$ cat config.mk
export PLATFORM = sky130hd
export DESIGN_NAME = seq_shift_unit
export DESIGN_NICKNAME = d
export VERILOG_FILES = /design/src/rtl/seq_shift_unit.sv
export SDC_FILE = /design/constraint.sdc
export NUM_CORES = 1
export LEC_CHECK = 0
export ABC_CLOCK_PERIOD_IN_PS = 4100
export CAP_MARGIN = 10
export CORE_ASPECT_RATIO = 0.8
export CORE_UTILIZATION = 48
export DETAILED_ROUTE_END_ITERATION = 10
export PLACE_DENSITY_LB_ADDON = 0.25
export SLEW_MARGIN = 20
export SYNTH_ARGS = -nofsm -noshare
export SYNTH_HDL_FRONTEND = slang
export SYNTH_SLANG_ARGS = --single-unit
$ cat constraint.sdc
create_clock -name clk -period 4.1 [get_ports clk]
set_clock_uncertainty 0.15 [all_clocks]
set_input_delay 0.41 -clock clk [delete_from_list [all_inputs] [get_ports clk]]
set_output_delay 0.41 -clock clk [all_outputs]
set_load 0.01 [all_outputs]
$ cat src/rtl/seq_shift_unit.sv
// Multi-mode sequential shifter: loads a W-bit operand and shifts it one bit per
// enabled falling clock edge. Define SEQ_SHIFT_OVF_EN to add the sticky ovf output.
module seq_shift_unit #(
  parameter int W     = 8,
  parameter int AMT_W = $clog2(W)
) (
  input  logic             clk,
  input  logic             rst,
  input  logic             en,
  input  logic [W-1:0]     in,
  input  logic             load,
  input  logic             start,
  input  logic [AMT_W-1:0] amt,
  input  logic             dir,
  input  logic [1:0]       mode,
  input  logic             ser_in,
  output logic [W-1:0]     o,
  output logic             busy,
  output logic             done,
  output logic             carry,
`ifdef SEQ_SHIFT_OVF_EN
  output logic             ovf,
`endif
  output logic [1:0]       dbg_state
);

  // Handshake: start is accepted only on an enabled edge in IDLE with load low;
  // done is a one-enabled-cycle pulse and busy covers the SHIFT state only.

  typedef enum logic [1:0] {
    IDLE  = 2'd0,
    SHIFT = 2'd1,
    DONE  = 2'd2
  } state_t;

  localparam logic [1:0] M_LOG = 2'b00;
  localparam logic [1:0] M_ARI = 2'b01;
  localparam logic [1:0] M_ROT = 2'b10;
  localparam logic [1:0] M_SER = 2'b11;

  state_t           state, state_n;
  logic [AMT_W-1:0] cnt, cnt_n;
  logic [W-1:0]     data, data_n;
  logic             carry_q, carry_n;
  logic             dir_q, dir_n;
  logic [1:0]       mode_q, mode_n;
  logic [W-1:0]     step;
  logic             step_out;
`ifdef SEQ_SHIFT_OVF_EN
  logic             ovf_q, ovf_n;
`endif

  // Single-bit step of the current storage using the mode/direction latched at start.
  always_comb begin
    step     = data;
    step_out = 1'b0;
    if (!dir_q) begin
      step_out = data[W-1];
      case (mode_q)
        M_ROT:   step = {data[W-2:0], data[W-1]};
        M_SER:   step = {data[W-2:0], ser_in};
        default: step = {data[W-2:0], 1'b0};
      endcase
    end else begin
      step_out = data[0];
      case (mode_q)
        M_LOG:   step = {1'b0, data[W-1:1]};
        M_ARI:   step = {data[W-1], data[W-1:1]};
        M_ROT:   step = {data[0], data[W-1:1]};
        default: step = {ser_in, data[W-1:1]};
      endcase
    end
  end

  always_comb begin
    state_n = state;
    cnt_n   = cnt;
    data_n  = data;
    carry_n = carry_q;
    dir_n   = dir_q;
    mode_n  = mode_q;
`ifdef SEQ_SHIFT_OVF_EN
    ovf_n   = ovf_q;
`endif
    case (state)
      IDLE: begin
        if (load) begin
          data_n = in;
        end else if (start) begin
          dir_n   = dir;
          mode_n  = mode;
          carry_n = 1'b0;
`ifdef SEQ_SHIFT_OVF_EN
          ovf_n   = 1'b0;
`endif
          if (amt == '0) begin
            state_n = DONE;
          end else begin
            cnt_n   = amt;
            state_n = SHIFT;
          end
        end
      end
      SHIFT: begin
        data_n  = step;
        carry_n = step_out;
        cnt_n   = cnt - AMT_W'(1);
`ifdef SEQ_SHIFT_OVF_EN
        // Sign change on a left logical/arithmetic step means the value overflowed.
        if (!dir_q && !mode_q[1] && (step[W-1] != data[W-1]))
          ovf_n = 1'b1;
`endif
        if (cnt == AMT_W'(1))
          state_n = DONE;
      end
      DONE:    state_n = IDLE;
      default: state_n = IDLE;
    endcase
  end

  always_ff @(negedge clk or negedge rst) begin
    if (!rst) begin
      state   <= IDLE;
      cnt     <= '0;
      data    <= '0;
      carry_q <= 1'b0;
      dir_q   <= 1'b0;
      mode_q  <= M_LOG;
`ifdef SEQ_SHIFT_OVF_EN
      ovf_q   <= 1'b0;
`endif
    end else if (en) begin
      state   <= state_n;
      cnt     <= cnt_n;
      data    <= data_n;
      carry_q <= carry_n;
      dir_q   <= dir_n;
      mode_q  <= mode_n;
`ifdef SEQ_SHIFT_OVF_EN
      ovf_q   <= ovf_n;
`endif
    end
  end

  assign o         = data;
  assign carry     = carry_q;
  assign busy      = (state == SHIFT);
  assign done      = (state == DONE);
  assign dbg_state = state;
`ifdef SEQ_SHIFT_OVF_EN
  assign ovf       = ovf_q;
`endif

endmodule
==> metrics, run 1 <==
Max VDD drop about 0.57 mV; ys flop type dfrtn_1; Post-synth top cells dfrtn_1 (17), nand2_1 (17), o21ai_0 (15); Pre-antenna DRT Iters 4; status finished clean; met3 routed WL between 100 and 150 um; net switching power about 0.40 mW; RePlAce Congestion 0.800; Clock Tree Root clkbuf_4; max_slew headroom 66.3%; initial core utilization 52.5%; Avg Cell Area, Syn 8.87 um^2; Clk pin slew, worst setup/hold paths about 0.070 ns; crit path launch type flip-flop; max cap viols 0; Row Count 14; internal power 0.571 mW; initial antenna violation count 0; clk sinks 17; core outline area ~1900 um^2; area of the mapped netlist 1010 um^2; first-pass GRT wire length 4.11 mm; chip height between 40 and 50 um; H-tree depth reported by CTS 1; ys async rst share 100%; worst min path class reg -> reg; GRT overflow 0; DR vias/cell ~5.4; Sequential Power Share 36.2%; via count 972; Synth-to-Final Area Change 41.8%; maximum clock insertion buffer count 2; final wirelength 2.44 mm; P_leak 0.629 nW; crit path max fanout 4; FF+latch count, synth 17; Total GRT Usage 25.0%; share of layout cells above drive strength 1 14.2%; top-level port count 33; CTS tree done; Port Buffer Count 32; Final Hold Viols 0; DRT met1 WL 1.17 mm; max-slew violations 0; syn nets 136; drt drc 0; Power Dens Cells 676 nW/um^2; Worst Max-Slew Pin Slew 0.506 ns; setup violators final 0; ranking of synthesized cells by area dfrtn_1 (42%), mux2i_1 (8.9%), o21ai_0 (7.4%); WP data required 3.54 ns; Nets 178; Seq/Total Area, Yosys a little over two fifths; clock network power share 9.3%; met2 WL roughly 1.1 mm; Highest Signal Layer met4; DR iter-0 viols 21; pre-CTS WS -0.0307 ns; clk_lat worst skew roughly 0.29 ns; largest net degree at the start of global routing 18; largest area contributor in the netlist dfrtn_1; switching share of total power approximately two fifths; Hold WS 0.288 ns; Crit Path Class reg -> out; number of synthesized flops with an enable pin 0; wire per inst between 10 and 15 um; # diodes 0; Logic pwr share 54.5%; die area 2300 um^2; Worst Slack Setup Final between 0.05 and 0.06 ns; top cell type's share of synthesized area 42.1%; antenna-violating nets left 0; CP Capture Type output port; yosys warns 0; Cells after Synth 114; cts bufs inserted 3; Die Wd 53.3 um; crit path DAT 3.48 ns; synth unique cells 30; DP HPWL 1.88 mm; vias in the first global route 876
[stage by stage]
| step | util [%] | TNS (ns) | std cells | cell area (um^2) | total power [mW] |
|---|---|---|---|---|---|
| 2_1_floorplan | - | 0 | 114 | 1010 | 0.655 |
| 3_3_place_gp | 72.3 | 0 | 173 | 1390 | 0.849 |
| 3_5_place_dp | 72.3 | -0.0995 | 173 | 1390 | 0.875 |
| 4_1_cts | 73.6 | 0 | 177 | 1420 | 0.962 |
| 5_1_grt | 74.4 | -0.0272 | 179 | 1430 | 1.06 |
| 6_report | 74.4 | 0 | 179 | 1430 | 0.970 |
[repair_timing]
item,in CTS,in global routing
gates resized for setup,1,0
endpoints found under the setup margin,1,1
hold buffers,0,0
setup buffers,0,2
[layout make-up]
class | count | area (um^2)
well taps | 24 | 30.0
fillers | 155 | 493
inverters | 5 | 18.8
multi-input cells | 87 | 539
clock buffers | 4 | 26.3
repair buffers | 42 | 394
flip-flops and latches | 17 | 425
[worst max-delay path, stage by stage, from the launching register on]
cell             delay (ns)
dfrtn_1                0.45
inv_1                  0.06
nor2_1                 0.09
clkdlybuf4s50_1        0.54
[flip-flops by register name, indices dropped and copies added, names as in the netlist]
signal	cells
o	8
cnt	3
dbg_state	2
mode_q	2
carry	1
dir_q	1
[layout by cell type (no fill, tap or decap)]
cell	instances
o211a_1	1
nand2b_1	1
and2b_1	1
a21oi_1	7
o21a_1	1
ha_1	2
dfrtn_1	17
o211ai_1	2
a41oi_1	1
nand2_1	17
o31ai_1	1
buf_4	10
and2_1	1
o21ai_2	2
and2b_2	1
inv_1	4
a221o_1	1
nor2_1	12
nor3_1	1
nor4_1	1
dlygate4sd2_1	1
nor2b_1	2
clkbuf_4	3
mux2i_1	9
clkdlybuf4s50_1	31
and2_2	1
a2111oi_0	1
mux2_2	4
o21ai_0	15
clkbuf_1	1
inv_2	1
or2_1	1
o311ai_0	1
[final timing paths]
| kind | to | slack, ns | depth (start not counted) | from |
|---|---|---|---|---|
| setup / recovery | done | 0.06 | 3 | dbg_state[1] |
| hold / removal | carry | 0.29 | 2 | carry |
| setup reg to reg | cnt[0] | 2.34 | 5 | dbg_state[1] |
| hold reg to reg | carry | 0.29 | 2 | carry |
| max in group asynchronous | mode_q[0] | 1.36 | 2 | rst |
| min in group asynchronous | cnt[2] | 2.23 | 2 | rst |
[kinds of logic after synthesis]
group	count (synthesis)	synth area share [%]
compound gates	33	20.2
fa+ha+maj	2	2.47
buf+inv	10	4.58
flops	17	42.1
mux	13	13.4
simple gates	39	17.3
[layer usage]
| layer | track usage [%] | vias up |
|---|---|---|
| met5 | 0 | - |
| met4 | 4.74 | 0 |
| met3 | 8.60 | 4 |
| met2 | 36.5 | 29 |
| met1 | 35.4 | 452 |
| li1 | - | 487 |
[power by group through the flow]
stage	combinational, mW	sequential [mW]	clock [mW]
after floorplan	0.315	0.341	0
after global placement	0.500	0.349	0
final	0.529	0.351	0.0899
after CTS	0.521	0.351	0.0901
after global routing	0.591	0.367	0.101
after detailed placement	0.522	0.354	0
No activity file was read; power rests on OpenSTA's default activity.
==> run 2, diff against run 1 <==
Settings changed: CORE_ASPECT_RATIO 0.8 to default.
==> run 2 against run 1 <==
Largest cell class unchanged. Sequential share of layout area hardly changed. Final cell count grew 1.1%. First-iteration DRC count is 29% lower. Hold slack lost 0.010 ns.
==> metrics, run 2 (synthesized netlist as in run 1, its figures left out) <==
hold depth 2 (unchanged); crit path launch type flip-flop; RePlAce Congestion 0.900 (+12%); Nets 177 (-0.56%); Largest register FFs 8 (unchanged); Row Count 16 (+2); Top Usage Layer GRT met2; Total GRT Usage 21.3% (-3.7 points); drt drc 0 (unchanged); GRT overflow 0 (unchanged); Core Util, Final 73.2% (-1.3 points); register area 425 um^2 (unchanged); Crit Path Class reg -> out; H-tree depth reported by CTS 1 (unchanged); Worst Slack Setup Final 0.0855 ns (+0.0278 ns); reg2reg path depth 5 (unchanged); Total Power 0.961 mW (-0.94%); RSZ-0062 raised after global routing no; Multi-input gate area 539 um^2 (unchanged); most frequent cells in the layout clkdlybuf4s50_1 (31), nand2_1 (17), dfrtn_1 (17); Worst Max-Slew Pin Slew 0.525 ns (+0.0195 ns); Reg-to-Reg Start dbg_state[1]; die area 2290 um^2 (about the same); commonest non-fill, non-tap cell in the layout clkdlybuf4s50_1; clk sinks 17 (unchanged); core outline area 1960 um^2 (+1.8%); clk_lat worst skew 0.28 ns (about the same); filler cell count 163 (+5.2%); Port Buffer Count 32 (unchanged); top-level port count 33 (unchanged); antenna-violating nets left 0 (unchanged); DR vias/cell 5.19 (-4.5%); Pre-antenna DRT Iters 4 (unchanged); Die Wd 47.9 um (-10%); initial core utilization 51.5% (-0.94 points); DP HPWL 1.75 mm (-6.6%); WHS Endpoint carry; placed inst area 1400 um^2 (+0.27%); Clock Tree Root clkbuf_4; CP Capture Type output port; via count 939 (-3.4%); max_slew headroom 65.0% (-1.3 points); Clk pin slew, worst setup/hold paths 0.07 ns (about the same); final wirelength 2.38 mm (-2.3%); number of buffers added to fix hold violations after cts 0 (unchanged); cts bufs inserted 3 (unchanged); setup violators final 0 (unchanged); met3 Usage GRT 3.40% (-5.2 points); chip height 47.9 um (+11%); r2r setup slk 2.36 ns (+0.02 ns); Final Hold Viols 0 (unchanged); status finished clean; crit path DAT 3.45 ns (-0.03 ns); # diodes 0 (unchanged); CTS tree done; Power Dens Cells 669 nW/um^2 (-1.0%); HP Start carry; initial antenna violation count 0 (unchanged); vias in the first global route 792 (-9.6%); pre-CTS WS -0.0338 ns (-0.00315 ns); WP data required 3.54 ns (about the same); worst min path class reg -> reg; share of layout cells above drive strength 1 14.3% (+0.092 points); maximum clock insertion buffer count 2 (unchanged); met2 Use GR 36.2% (-0.28 points); max cap viols 0 (unchanged); first-pass GRT wire length 3.41 mm (-17%); wire per inst 13.2 um (-3.4%); Synth-to-Final Area Change 42.0% (about the same); P_leak 0.633 nW (+0.66%); Crit Reg-Reg Endpoint dir_q; crit path max fanout 3 (-1); met1 usage 28.2% (-7.2 points); largest net degree at the start of global routing 18 (unchanged); post-route cell area 1440 um^2 (about the same); DR iter-0 viols 15 (-29%); max-slew violations 0 (unchanged); Max VDD drop 0.431 mV (-24%)
[run 2: through the flow]
step	std cells	TNS (ns)	hold WS (ns)
after floorplan	114	0	0.309
after global placement	176	0	0.272
after detailed placement	176	-0.0891	0.283
after CTS	180	0	0.284
after global routing	181	0	0.319
final	181	0	0.278
[run 2: critical path, stage by stage (launching register included)]
cell,delay [ns]
dfrtn_1,0.43
inv_1,0.06
nor2_1,0.10
clkdlybuf4s50_1,0.53
[run 2: timing repair]
item	in CTS	in global routing
resized for setup	0	1
setup endpoints to repair	0	2
buffers inserted	0	1
[run 2: cell type report]
class | instances | area share [%]
Timing Repair Buffer | 41 | 27.2
Inverter | 5 | 1.31
Tap cell | 27 | 2.35
Clock inverter | 1 | 0.349
Multi-Input combinational cell | 87 | 37.6
Sequential cell | 17 | 29.6
Clock buffer | 3 | 1.57
[run 2: metal layers]
layer / part of all wire (%) / wire length [um]
met1: 46 / 1080
met2: 50 / 1180
met3: 3.9 / 92
met4: 0.97 / 23
met5: 0 / 0
[run 2: report_power, final]
part / leakage [nW] / total (mW) / internal (mW) / switching (mW)
logic: 0.407 / 0.517 / 0.281 / 0.236
registers: 0.208 / 0.353 / 0.252 / 0.101
clock network: 0.0177 / 0.0911 / 0.0362 / 0.0549
total: 0.633 / 0.961 / 0.569 / 0.391
[run 2: worst max path at each step]
stage,from,endpoint,slack [ns],cells past startpoint
final,dbg_state[1],done,0.09,3
after floorplan,load,cnt[0],0.46,4
after detailed placement,load,dir_q,-0.03,5
after CTS,dbg_state[1],busy,0.001,3
after global placement,load,dir_q,0.003,5
after global routing,dbg_state[1],done,0.05,3
==> run 3, diff against run 2 <==
Settings changed: ABC_CLOCK_PERIOD_IN_PS 4100 to 4150, CORE_UTILIZATION 48 to 45.
Clock period 4.1 ns to 4.15 ns, I/O delays scaled along.
==> run 3 against run 2 <==
Routed wire length increased by 6.6%. Final area about the same. Critical path depth unchanged. Utilization decreased by 2.9 points. Sequential power decreased by 2%. Sequential cell count unchanged. Clock power decreased by 4.1%. Combinational power increased by 2%. Largest power group unchanged. First-iteration DRC count increased by 13%. Worst setup slack got worse by 0.014 ns. Count of clock-buffer cells in the layout increased by 1.
==> metrics, run 3 (synthesized netlist as in run 1, its figures left out) <==
status finished clean; Synth-to-Final Area Change 41.8% (about the same); Max VDD drop 0.394 mV (-8.5%); crit path DAT 3.51 ns (+0.06 ns); wire per inst 14.0 um (+6.6%); # diodes 0 (unchanged); Largest register FFs 8 (unchanged); Clk pin slew, worst setup/hold paths 0.07 ns (about the same); Nets 177 (unchanged); setup_tns 0 ns (unchanged); max cap viols 0 (unchanged); CTS tree done; Port Buffer Count 32 (unchanged); Total Power 0.960 mW (about the same); Core Util, Final 70.2% (-2.9 points); clk sinks 17 (unchanged); Row Count 16 (unchanged); Crit path largest cell delay 0.53 ns (about the same); clk_lat worst skew 0.28 ns (about the same); max-slew violations 0 (unchanged); DR iter-0 viols 17 (+2); chip height 49.4 um (+3.1%); Final Non-Filler Cells 181 (unchanged); initial antenna violation count 0 (unchanged); core outline area 2040 um^2 (+4.1%); commonest non-fill, non-tap cell in the layout clkdlybuf4s50_1; share of layout cells above drive strength 1 13.6% (-0.65 points); antenna-violating nets left 0 (unchanged); setup violators final 0 (unchanged); crit path max fanout 5 (+2); Total GRT Usage 23.4% (+2.1 points); crit path launch type flip-flop; drt drc 0 (unchanged); vias in the first global route 999 (+26%); most frequent cells in the layout clkdlybuf4s50_1 (31), nand2_1 (17), dfrtn_1 (17); RePlAce Congestion 0.798 (-11%); via count 963 (+2.6%); filler cell count 184 (+13%); Power Dens Cells 670 nW/um^2 (about the same); Crit Path Class reg -> out; GRT overflow 0 (unchanged); initial core utilization 49.5% (-2.0 points); CP Capture Type output port; RSZ-0062 raised after global routing no; WP buf/inv 2 (unchanged); Die Wd 49.4 um (+3.1%); die area 2440 um^2 (+6.4%); DP HPWL 1.92 mm (+9.8%); H-tree depth reported by CTS 1 (unchanged); top-level port count 33 (unchanged); Hold WS 0.298 ns (+0.0200 ns); WP data required 3.59 ns (+0.05 ns); Inst Count DP 176 (unchanged); DR vias/cell 5.32 (+2.6%); crit path cell chain inv_1, nor2_1, clkdlybuf4s50_1; final wirelength 2.54 mm (+6.6%); max_slew headroom 65.1% (+0.13 points); worst min path class reg -> reg; Crit. Startpoint dbg_state[1]; P_leak 0.630 nW (-0.55%); largest net degree at the start of global routing 18 (unchanged); Final Hold Viols 0 (unchanged); cts bufs inserted 3 (unchanged); Pre-antenna DRT Iters 4 (unchanged); Worst Max-Slew Pin Slew 0.524 ns (-0.00187 ns); CP max-delay cell clkdlybuf4s50_1; Reg-to-Reg Start dbg_state[0]; Clock Tree Root clkbuf_4; CP delay by family, top buffers and inverters; maximum clock insertion buffer count 2 (unchanged); first-pass GRT wire length 4.35 mm (+28%); HP Start carry
[run 3: final cells by class]
cell class,count,area [um^2],area share [%]
multi-input combinational,87,539,37.6
sequential,17,425,29.7
timing repair buffer,41,390,27.2
tap,27,33.8,2.36
clock buffer,4,26.3,1.83
inverter,5,18.8,1.31
[run 3: timing repair]
item	in CTS	in global routing
setup endpoints to repair	1	1
resized for setup	0	1
pin swaps	0	0
setup buffers	1	0
hold buffers	0	0
[run 3: final timing paths]
path / slack, ns / endpoint / cells after the start
worst min-delay path: 0.30 / carry / 2
max in group asynchronous: 1.35 / o[5] / 2
min in group asynchronous: 2.27 / cnt[2] / 2
worst max-delay path: 0.07 / done / 3
worst max register to register: 2.44 / cnt[0] / 5
worst min register to register: 0.30 / carry / 2
[run 3: per-stage QoR]
stage	worst slack, ns	area (um^2)
floorplan	0.479	1010
CTS	0.0110	1430
detailed placement	-0.0990	1400
global placement	0.0342	1400
global route	0.00962	1430
finish	0.0717	1430
[run 3: power breakdown]
group | switching (mW) | total [mW] | internal [mW]
Sequential | 0.0971 | 0.346 | 0.249
Clock | 0.0501 | 0.0874 | 0.0373
Combinational | 0.246 | 0.526 | 0.281
Total | 0.393 | 0.960 | 0.567
[run 3: routing by layer]
| layer | global-route usage (%) | wire length [um] | up-vias |
|---|---|---|---|
| li1 | - | - | 480 |
| met1 | 31.2 | 1150 | 458 |
| met2 | 39.3 | 1270 | 23 |
| met3 | 4.36 | 105 | 2 |
| met4 | 5.24 | 12 | 0 |
| met5 | 0 | 0 | - |
[run 3: worst min-delay path, delay by kind of cell (launching register included)]
| family | cells | cell delay [ns] |
|---|---|---|
| AND/OR/NAND/NOR | 1 | 0.05 |
| flip-flops | 1 | 0.42 |
| AO/OA/AOI/OAI | 1 | 0.06 |
